`src/rtl/gray_count_receiver_if.sv`:
```
// Bus between a gray-count transmitter and its receiver.
// Latency: n/a (wiring only). Backpressure: none, the receiver samples every cycle.
// Signals: gray_in/clear_err toward the receiver; decoded count, status pulses and error stats back.
interface gray_count_receiver_if #(
   parameter int WIDTH     = 4,
   parameter int ERR_CNT_W = 8
);
   logic [WIDTH-1:0]     gray_in;
   logic                 clear_err;
   logic [WIDTH-1:0]     bin_out;
   logic [WIDTH-1:0]     gray_q;
   logic                 locked;
   logic                 valid;
   logic                 dir_up;
   logic                 wrap;
   logic                 step_err;
   logic [ERR_CNT_W-1:0] err_count;

   // master drives the gray count and observes the receiver status
   modport master (
      output gray_in, clear_err,
      input  bin_out, gray_q, locked, valid, dir_up, wrap, step_err, err_count
   );

   // slave is the receiver itself
   modport slave (
      input  gray_in, clear_err,
      output bin_out, gray_q, locked, valid, dir_up, wrap, step_err, err_count
   );
endinterface

```
`src/rtl/gray_count_receiver.sv`:
```
// Receives a gray-coded count, synchronises and decodes it, classifies steps, keeps error stats.
// Latency: gray_in change -> bin_out/valid after SYNC_STAGES+1 edges; up to one change per cycle.
// Backpressure: none; every change reaching the synchroniser output is accepted.
// Ports: clk, reset (sync, active-high); bus.slave carries gray_in/clear_err in and
//   bin_out, gray_q, locked, valid, dir_up, wrap, step_err, err_count out (all registered).
module gray_count_receiver #(
   parameter int WIDTH       = 4,
   parameter int SYNC_STAGES = 2,
   parameter int ERR_CNT_W   = 8
) (
   input  logic                  clk,
   input  logic                  reset,
   gray_count_receiver_if.slave  bus
);

   localparam int ACQ_W = $clog2(SYNC_STAGES + 1);

   typedef enum logic {
      ST_ACQUIRE = 1'b0,
      ST_TRACK   = 1'b1
   } state_t;

   function automatic logic [WIDTH-1:0] gray2bin(input logic [WIDTH-1:0] g);
      logic [WIDTH-1:0] b;
      b[WIDTH-1] = g[WIDTH-1];
      for (int i = WIDTH - 2; i >= 0; i--) begin
         b[i] = b[i+1] ^ g[i];
      end
      return b;
   endfunction

   state_t               state_q, state_d;
   logic [ACQ_W-1:0]     acq_cnt_q, acq_cnt_d;
   logic [WIDTH-1:0]     sync_q [SYNC_STAGES];
   logic [WIDTH-1:0]     ref_gray_q, ref_gray_d;
   logic [WIDTH-1:0]     bin_q, bin_d;
   logic                 locked_q, locked_d;
   logic                 valid_q, valid_d;
   logic                 dir_up_q, dir_up_d;
   logic                 wrap_q, wrap_d;
   logic                 step_err_q, step_err_d;
   logic [ERR_CNT_W-1:0] err_cnt_q, err_cnt_d;

   logic [WIDTH-1:0]     sync_last;
   logic [WIDTH-1:0]     sync_bin;
   logic [WIDTH-1:0]     diff;
   logic                 multi_bit;
   logic [WIDTH-1:0]     bin_inc;

   assign sync_last = sync_q[SYNC_STAGES-1];
   assign sync_bin  = gray2bin(sync_last);
   assign diff      = sync_last ^ ref_gray_q;
   assign multi_bit = ($countones(diff) > 1);
   assign bin_inc   = bin_q + WIDTH'(1);

   // Synchroniser chain; reset flushes it so a re-lock never sees stale data.
   always_ff @(posedge clk) begin
      if (reset) begin
         for (int i = 0; i < SYNC_STAGES; i++) begin
            sync_q[i] <= '0;
         end
      end else begin
         sync_q[0] <= bus.gray_in;
         for (int i = 1; i < SYNC_STAGES; i++) begin
            sync_q[i] <= sync_q[i-1];
         end
      end
   end

   always_ff @(posedge clk) begin
      if (reset) begin
         state_q    <= ST_ACQUIRE;
         acq_cnt_q  <= '0;
         ref_gray_q <= '0;
         bin_q      <= '0;
         locked_q   <= 1'b0;
         valid_q    <= 1'b0;
         dir_up_q   <= 1'b0;
         wrap_q     <= 1'b0;
         step_err_q <= 1'b0;
         err_cnt_q  <= '0;
      end else begin
         state_q    <= state_d;
         acq_cnt_q  <= acq_cnt_d;
         ref_gray_q <= ref_gray_d;
         bin_q      <= bin_d;
         locked_q   <= locked_d;
         valid_q    <= valid_d;
         dir_up_q   <= dir_up_d;
         wrap_q     <= wrap_d;
         step_err_q <= step_err_d;
         err_cnt_q  <= err_cnt_d;
      end
   end

   always_comb begin
      state_d    = state_q;
      acq_cnt_d  = acq_cnt_q;
      ref_gray_d = ref_gray_q;
      bin_d      = bin_q;
      locked_d   = locked_q;
      valid_d    = 1'b0;
      dir_up_d   = 1'b0;
      wrap_d     = 1'b0;
      step_err_d = step_err_q;
      err_cnt_d  = err_cnt_q;

      // Clear first so an illegal jump in the same cycle overrides it below.
      if (bus.clear_err) begin
         step_err_d = 1'b0;
         err_cnt_d  = '0;
      end

      case (state_q)
         ST_ACQUIRE: begin
            // Wait until the chain holds only post-reset samples, then take the reference silently.
            if (acq_cnt_q == ACQ_W'(SYNC_STAGES)) begin
               ref_gray_d = sync_last;
               bin_d      = sync_bin;
               locked_d   = 1'b1;
               state_d    = ST_TRACK;
            end else begin
               acq_cnt_d = acq_cnt_q + ACQ_W'(1);
            end
         end
         ST_TRACK: begin
            if (diff != '0) begin
               ref_gray_d = sync_last;
               bin_d      = sync_bin;
               valid_d    = 1'b1;
               if (multi_bit) begin
                  // Resync to the new value but record the broken link.
                  step_err_d = 1'b1;
                  if (bus.clear_err) begin
                     err_cnt_d = ERR_CNT_W'(1);
                  end else if (err_cnt_q != '1) begin
                     err_cnt_d = err_cnt_q + ERR_CNT_W'(1);
                  end
               end else begin
                  dir_up_d = (sync_bin == bin_inc);
                  wrap_d   = ((bin_q == '1) && (sync_bin == '0)) ||
                             ((bin_q == '0) && (sync_bin == '1));
               end
            end
         end
         default: begin
            state_d = ST_ACQUIRE;
         end
      endcase
   end

   assign bus.bin_out   = bin_q;
   assign bus.gray_q    = ref_gray_q;
   assign bus.locked    = locked_q;
   assign bus.valid     = valid_q;
   assign bus.dir_up    = dir_up_q;
   assign bus.wrap      = wrap_q;
   assign bus.step_err  = step_err_q;
   assign bus.err_count = err_cnt_q;

endmodule

```
`src/flat_wrapper.sv`:
```
// flat-port wrapper written by rule: the top's interface ports become plain ports
module gray_count_receiver_flat 
#(
   parameter int WIDTH       = 4,
   parameter int SYNC_STAGES = 2,
   parameter int ERR_CNT_W   = 8
)
  (clk, reset, bus_gray_in, bus_clear_err, bus_bin_out, bus_gray_q, bus_locked, bus_valid, bus_dir_up, bus_wrap, bus_step_err, bus_err_count);
  gray_count_receiver_if #(.WIDTH(WIDTH), .ERR_CNT_W(ERR_CNT_W)) bus_i ();
  input  logic clk;
  input  logic reset;
  input wire logic [$bits(bus_i.gray_in)-1:0] bus_gray_in;
  input wire logic [$bits(bus_i.clear_err)-1:0] bus_clear_err;
  output wire logic [$bits(bus_i.bin_out)-1:0] bus_bin_out;
  output wire logic [$bits(bus_i.gray_q)-1:0] bus_gray_q;
  output wire logic [$bits(bus_i.locked)-1:0] bus_locked;
  output wire logic [$bits(bus_i.valid)-1:0] bus_valid;
  output wire logic [$bits(bus_i.dir_up)-1:0] bus_dir_up;
  output wire logic [$bits(bus_i.wrap)-1:0] bus_wrap;
  output wire logic [$bits(bus_i.step_err)-1:0] bus_step_err;
  output wire logic [$bits(bus_i.err_count)-1:0] bus_err_count;
  assign bus_i.gray_in = bus_gray_in;
  assign bus_i.clear_err = bus_clear_err;
  assign bus_bin_out = bus_i.bin_out;
  assign bus_gray_q = bus_i.gray_q;
  assign bus_locked = bus_i.locked;
  assign bus_valid = bus_i.valid;
  assign bus_dir_up = bus_i.dir_up;
  assign bus_wrap = bus_i.wrap;
  assign bus_step_err = bus_i.step_err;
  assign bus_err_count = bus_i.err_count;
  gray_count_receiver #(.WIDTH(WIDTH), .SYNC_STAGES(SYNC_STAGES), .ERR_CNT_W(ERR_CNT_W)) u_core (.clk(clk), .reset(reset), .bus(bus_i));
endmodule
```
`config.mk`:
```
export PLATFORM = sky130hd
export DESIGN_NAME = gray_count_receiver_flat
export DESIGN_NICKNAME = d
export VERILOG_FILES = /design/src/rtl/gray_count_receiver_if.sv /design/src/rtl/gray_count_receiver.sv /design/src/flat_wrapper.sv
export SDC_FILE = /design/constraint.sdc
export NUM_CORES = 1
export LEC_CHECK = 0
export BUFFER_PORTS_ARGS = -buffer_cell sky130_fd_sc_hd__buf_2
export CORE_UTILIZATION = 58
export DETAILED_ROUTE_END_ITERATION = 8
export PLACE_DENSITY = 0.83
export SLEW_MARGIN = 20
export SYNTH_ARGS = -nofsm -noshare
export SYNTH_HDL_FRONTEND = slang
export SYNTH_SLANG_ARGS = --single-unit
```
`constraint.sdc`:
```
create_clock -name clk -period 5.4 [get_ports clk]
set_input_delay 0.27 -clock clk [delete_from_list [all_inputs] [get_ports clk]]
set_output_delay 0.27 -clock clk [all_outputs]
set_load 0.03 [all_outputs]
```
==> metrics <==
clock sink count=31; number of buffers inserted by port buffering=27; status=finished clean; commonest cells after routing, fill and taps aside=31 x sky130_fd_sc_hd__dfxtp_1, 27 x sky130_fd_sc_hd__buf_2, 18 x sky130_fd_sc_hd__nor2_1, 13 x sky130_fd_sc_hd__inv_1, 12 x sky130_fd_sc_hd__ha_1; number of synthesis warnings=0; upper clock frequency limit=between 300 and 400 MHz; most common library cell in the layout ignoring fill and taps=sky130_fd_sc_hd__dfxtp_1; Worst EP required=5.65 ns; post-DR vias/cell=roughly 5.4; Clk pin slew, worst setup/hold paths=~0.09 ns; synthesized flop and latch total=31; Tightest Pin Transition=0.6256 ns; Detail Route Antenna Nets=0; Synth Area in XOR/XNOR=about 5.9%; Final #Nets=roughly 210; placed cell areas=roughly 1600 sq um; CTS root buffer=sky130_fd_sc_hd__clkbuf_4; die span in x=roughly 53 um; Final GP Congestion=~0.91; Highest Signal Layer=met4; final worst setup slack=roughly 2.6 ns; Post-Synthesis Cell Area=1483 sq um; Mapped Avg Cell Area=roughly 9.4 sq um; Final Critical Period=~2.8 ns; fraction of the mapped netlist area in compound gates=a little over an eighth; setup slack at placement=about 2.7 ns; Final Hold Slack=between 0.15 and 0.2 ns; synthesized netlist net count=~180; power density of the placed cells=about 370 nW/um^2; sequential area share after synthesis=a little over two fifths; post_cts resized=0; simple-gate share of the synthesized area=17.55%; kind of capture point of the worst setup path=flop; number of buffers created by CTS=5; final clock period utilization by the worst path=roughly half; mux cell area share after synthesis=around 4.1%; routed length per placed instance=~13 um; length in cells of the worst reg-to-reg path=9; post-synthesis async set-or-reset flop share=0%; All-Layer GR Usage=23.45%; Placeable Area=~2300 sq um; met2 wire length=between 1 and 1.5 mm; Core Rows=17; via count=about 1200; post-synthesis cell count=around 160; 1st-pass router iterations=4; cell depth of the worst min-delay path=2; first-pass GRT wire length=between 4 and 5 mm; count of cell types in the netlist=36; H-tree level count=2; class of the most critical hold timing path=in -> reg; area of all placed cells without fillers=about 1700 sq um; final antenna diode count=0; Final Max Tran Viols=0; Adder-Cell Fraction of Synth Area=between 10% and 20%; worst endpoint data arrival time=between 3 and 4 ns; Layout Skew=roughly 0.0092 ns; DP Wirelength=around 2.1 mm; final hold violation count=0; standby leakage power=around 0.77 nW; fraction of layout cells with a size suffix above 1=between 20% and 30%; class of the most critical setup path=reg -> reg; main combinational cell family by area after synthesis=simple AND/OR/NAND/NOR gates; vias in the first global route=1041; leading register cell type out of synthesis=sky130_fd_sc_hd__dfxtp_1; post-CTS setup-driven buffer insertion count=0; maximum ir drop on the vdd rail=0.3230 mV; buffer levels on the longest clock path=2; Post-CTS Hold Buffers=0; unrepaired setup endpoints after global routing=false; antenna violations before repair=0; starting utilization of the core area=a little under two thirds; sum of met3 wire segment lengths after detailed routing=around 110 um; total negative slack for setup checks=0 ns; sort of element at the start of the critical path=flop; post-route DRC violation count=0; largest net degree at the start of global routing=25; number of enable flip-flop cells after synthesis=0; TritonCTS clock tree=done; Final setup violation count=0; GRT Residual Overflow=0; Boundary Pins=28; P&R area growth vs syn=13.84%; total length of routed wires=between 2 and 3 mm; detailed-routing wirelength on met1=between 1 and 1.5 mm; Die Ht=52.56 um; Die ar.=2763 sq um; clock latency of the later-clocked register in the worst-skew pair=between 0.3 and 0.4 ns; Slew headroom=between 50 and 60%; # Max-Cap Violations=0; Crit Path Max Fanout=11; Iter 0 DRT Violations=13
path summary, 6_finish.rpt:
check | from | end | slack, ns
setup reg to reg | u_core.bus.bin_out[3] | u_core.bus.err_count[4] | 2.65
setup / recovery | u_core.bus.bin_out[3] | u_core.bus.err_count[4] | 2.65
hold / removal | bus_gray_in[1] | u_core.sync_q[0][1] | 0.15
hold reg to reg | u_core.sync_q[0][1] | u_core.sync_q[0][5] | 0.45
critical path, stage by stage, from the launching register on:
cell,delay (ns)
sky130_fd_sc_hd__dfxtp_1,0.37
sky130_fd_sc_hd__xnor2_1,0.32
sky130_fd_sc_hd__inv_1,0.08
sky130_fd_sc_hd__ha_1,0.26
sky130_fd_sc_hd__and2_1,0.14
sky130_fd_sc_hd__fa_1,0.50
sky130_fd_sc_hd__or2_2,0.13
sky130_fd_sc_hd__o211ai_2,0.21
sky130_fd_sc_hd__or3_2,0.51
sky130_fd_sc_hd__a21oi_1,0.16
sequential cells by signal, summed over array words and instances, names as in the netlist:
register	count
u_core.state_q	1
u_core.bus.wrap	1
u_core.bus.locked	1
u_core.sync_q	8
u_core.acq_cnt_q	2
u_core.bus.step_err	1
u_core.bus.valid	1
u_core.bus.gray_q	3
u_core.bus.dir_up	1
u_core.bus.err_count	8
u_core.bus.bin_out	4
area by class of cell:
cell class              count  area, sq um
well taps                  28        35.03
inverters                  13        48.80
repair buffers             27        135.1
fillers                   195        630.6
flip-flops and latches     31        620.6
multi-input cells         108        779.5
clock buffers               8        68.82
per-stage QoR:
step | std cells | total power, mW | utilization, %
2_1_floorplan | 158 | 0.4305 | -
3_3_place_gp | 207 | 0.4652 | 69.83
6_report | 215 | 0.6223 | 72.80
3_5_place_dp | 207 | 0.4761 | 69.83
5_1_grt | 215 | 0.6596 | 72.80
4_1_cts | 215 | 0.6264 | 72.80
synthesized netlist by cell type, types with 2 or more instances:
cell type | count | share of area, %
sky130_fd_sc_hd__o211ai_1 | 2 | 1.0
sky130_fd_sc_hd__or2_2 | 2 | 0.84
sky130_fd_sc_hd__o31ai_1 | 2 | 1.0
sky130_fd_sc_hd__nand4_1 | 3 | 1.3
sky130_fd_sc_hd__inv_1 | 13 | 3.3
sky130_fd_sc_hd__xnor2_1 | 4 | 2.4
sky130_fd_sc_hd__clkbuf_1 | 4 | 1.0
sky130_fd_sc_hd__nand2_1 | 4 | 1.0
sky130_fd_sc_hd__a31oi_1 | 2 | 0.84
sky130_fd_sc_hd__mux2i_1 | 6 | 4.1
sky130_fd_sc_hd__or3_2 | 2 | 1.0
sky130_fd_sc_hd__ha_1 | 12 | 10
sky130_fd_sc_hd__nor2b_1 | 9 | 3.8
sky130_fd_sc_hd__dfxtp_1 | 31 | 42
sky130_fd_sc_hd__xor2_1 | 6 | 3.5
sky130_fd_sc_hd__or4_1 | 2 | 1.0
sky130_fd_sc_hd__nor2_1 | 18 | 4.6
sky130_fd_sc_hd__a211oi_1 | 5 | 2.5
sky130_fd_sc_hd__a21oi_1 | 8 | 2.7
sky130_fd_sc_hd__o21ai_0 | 2 | 0.68
sky130_fd_sc_hd__nand3_1 | 6 | 2.0
report_power, final:
| part | leakage (nW) | internal [mW] | switching, mW |
|---|---|---|---|
| clock network | 0.0386 | 0.0765 | 0.0759 |
| registers | 0.253 | 0.253 | 0.0268 |
| logic | 0.476 | 0.0758 | 0.114 |
| total | 0.767 | 0.406 | 0.216 |
layer usage:
metal	vias to the layer above	track usage, %
met1	532	28.73
met2	24	37.13
met3	5	7.826
met5	-	0
li1	596	-
met4	0	10.09
logic make-up (layout without fill, tap and decap cells):
kind of cell | after synthesis | in the layout
DFF | 31 | 31
buffers and inverters | 19 | 48
AOI/OAI and AO/OA | 28 | 28
and+or+nand+nor | 51 | 51
xor gates and xnor gates | 10 | 10
adders and majority gates | 13 | 13
muxes | 6 | 6
Note: power is estimated with default switching activity, not from simulation.
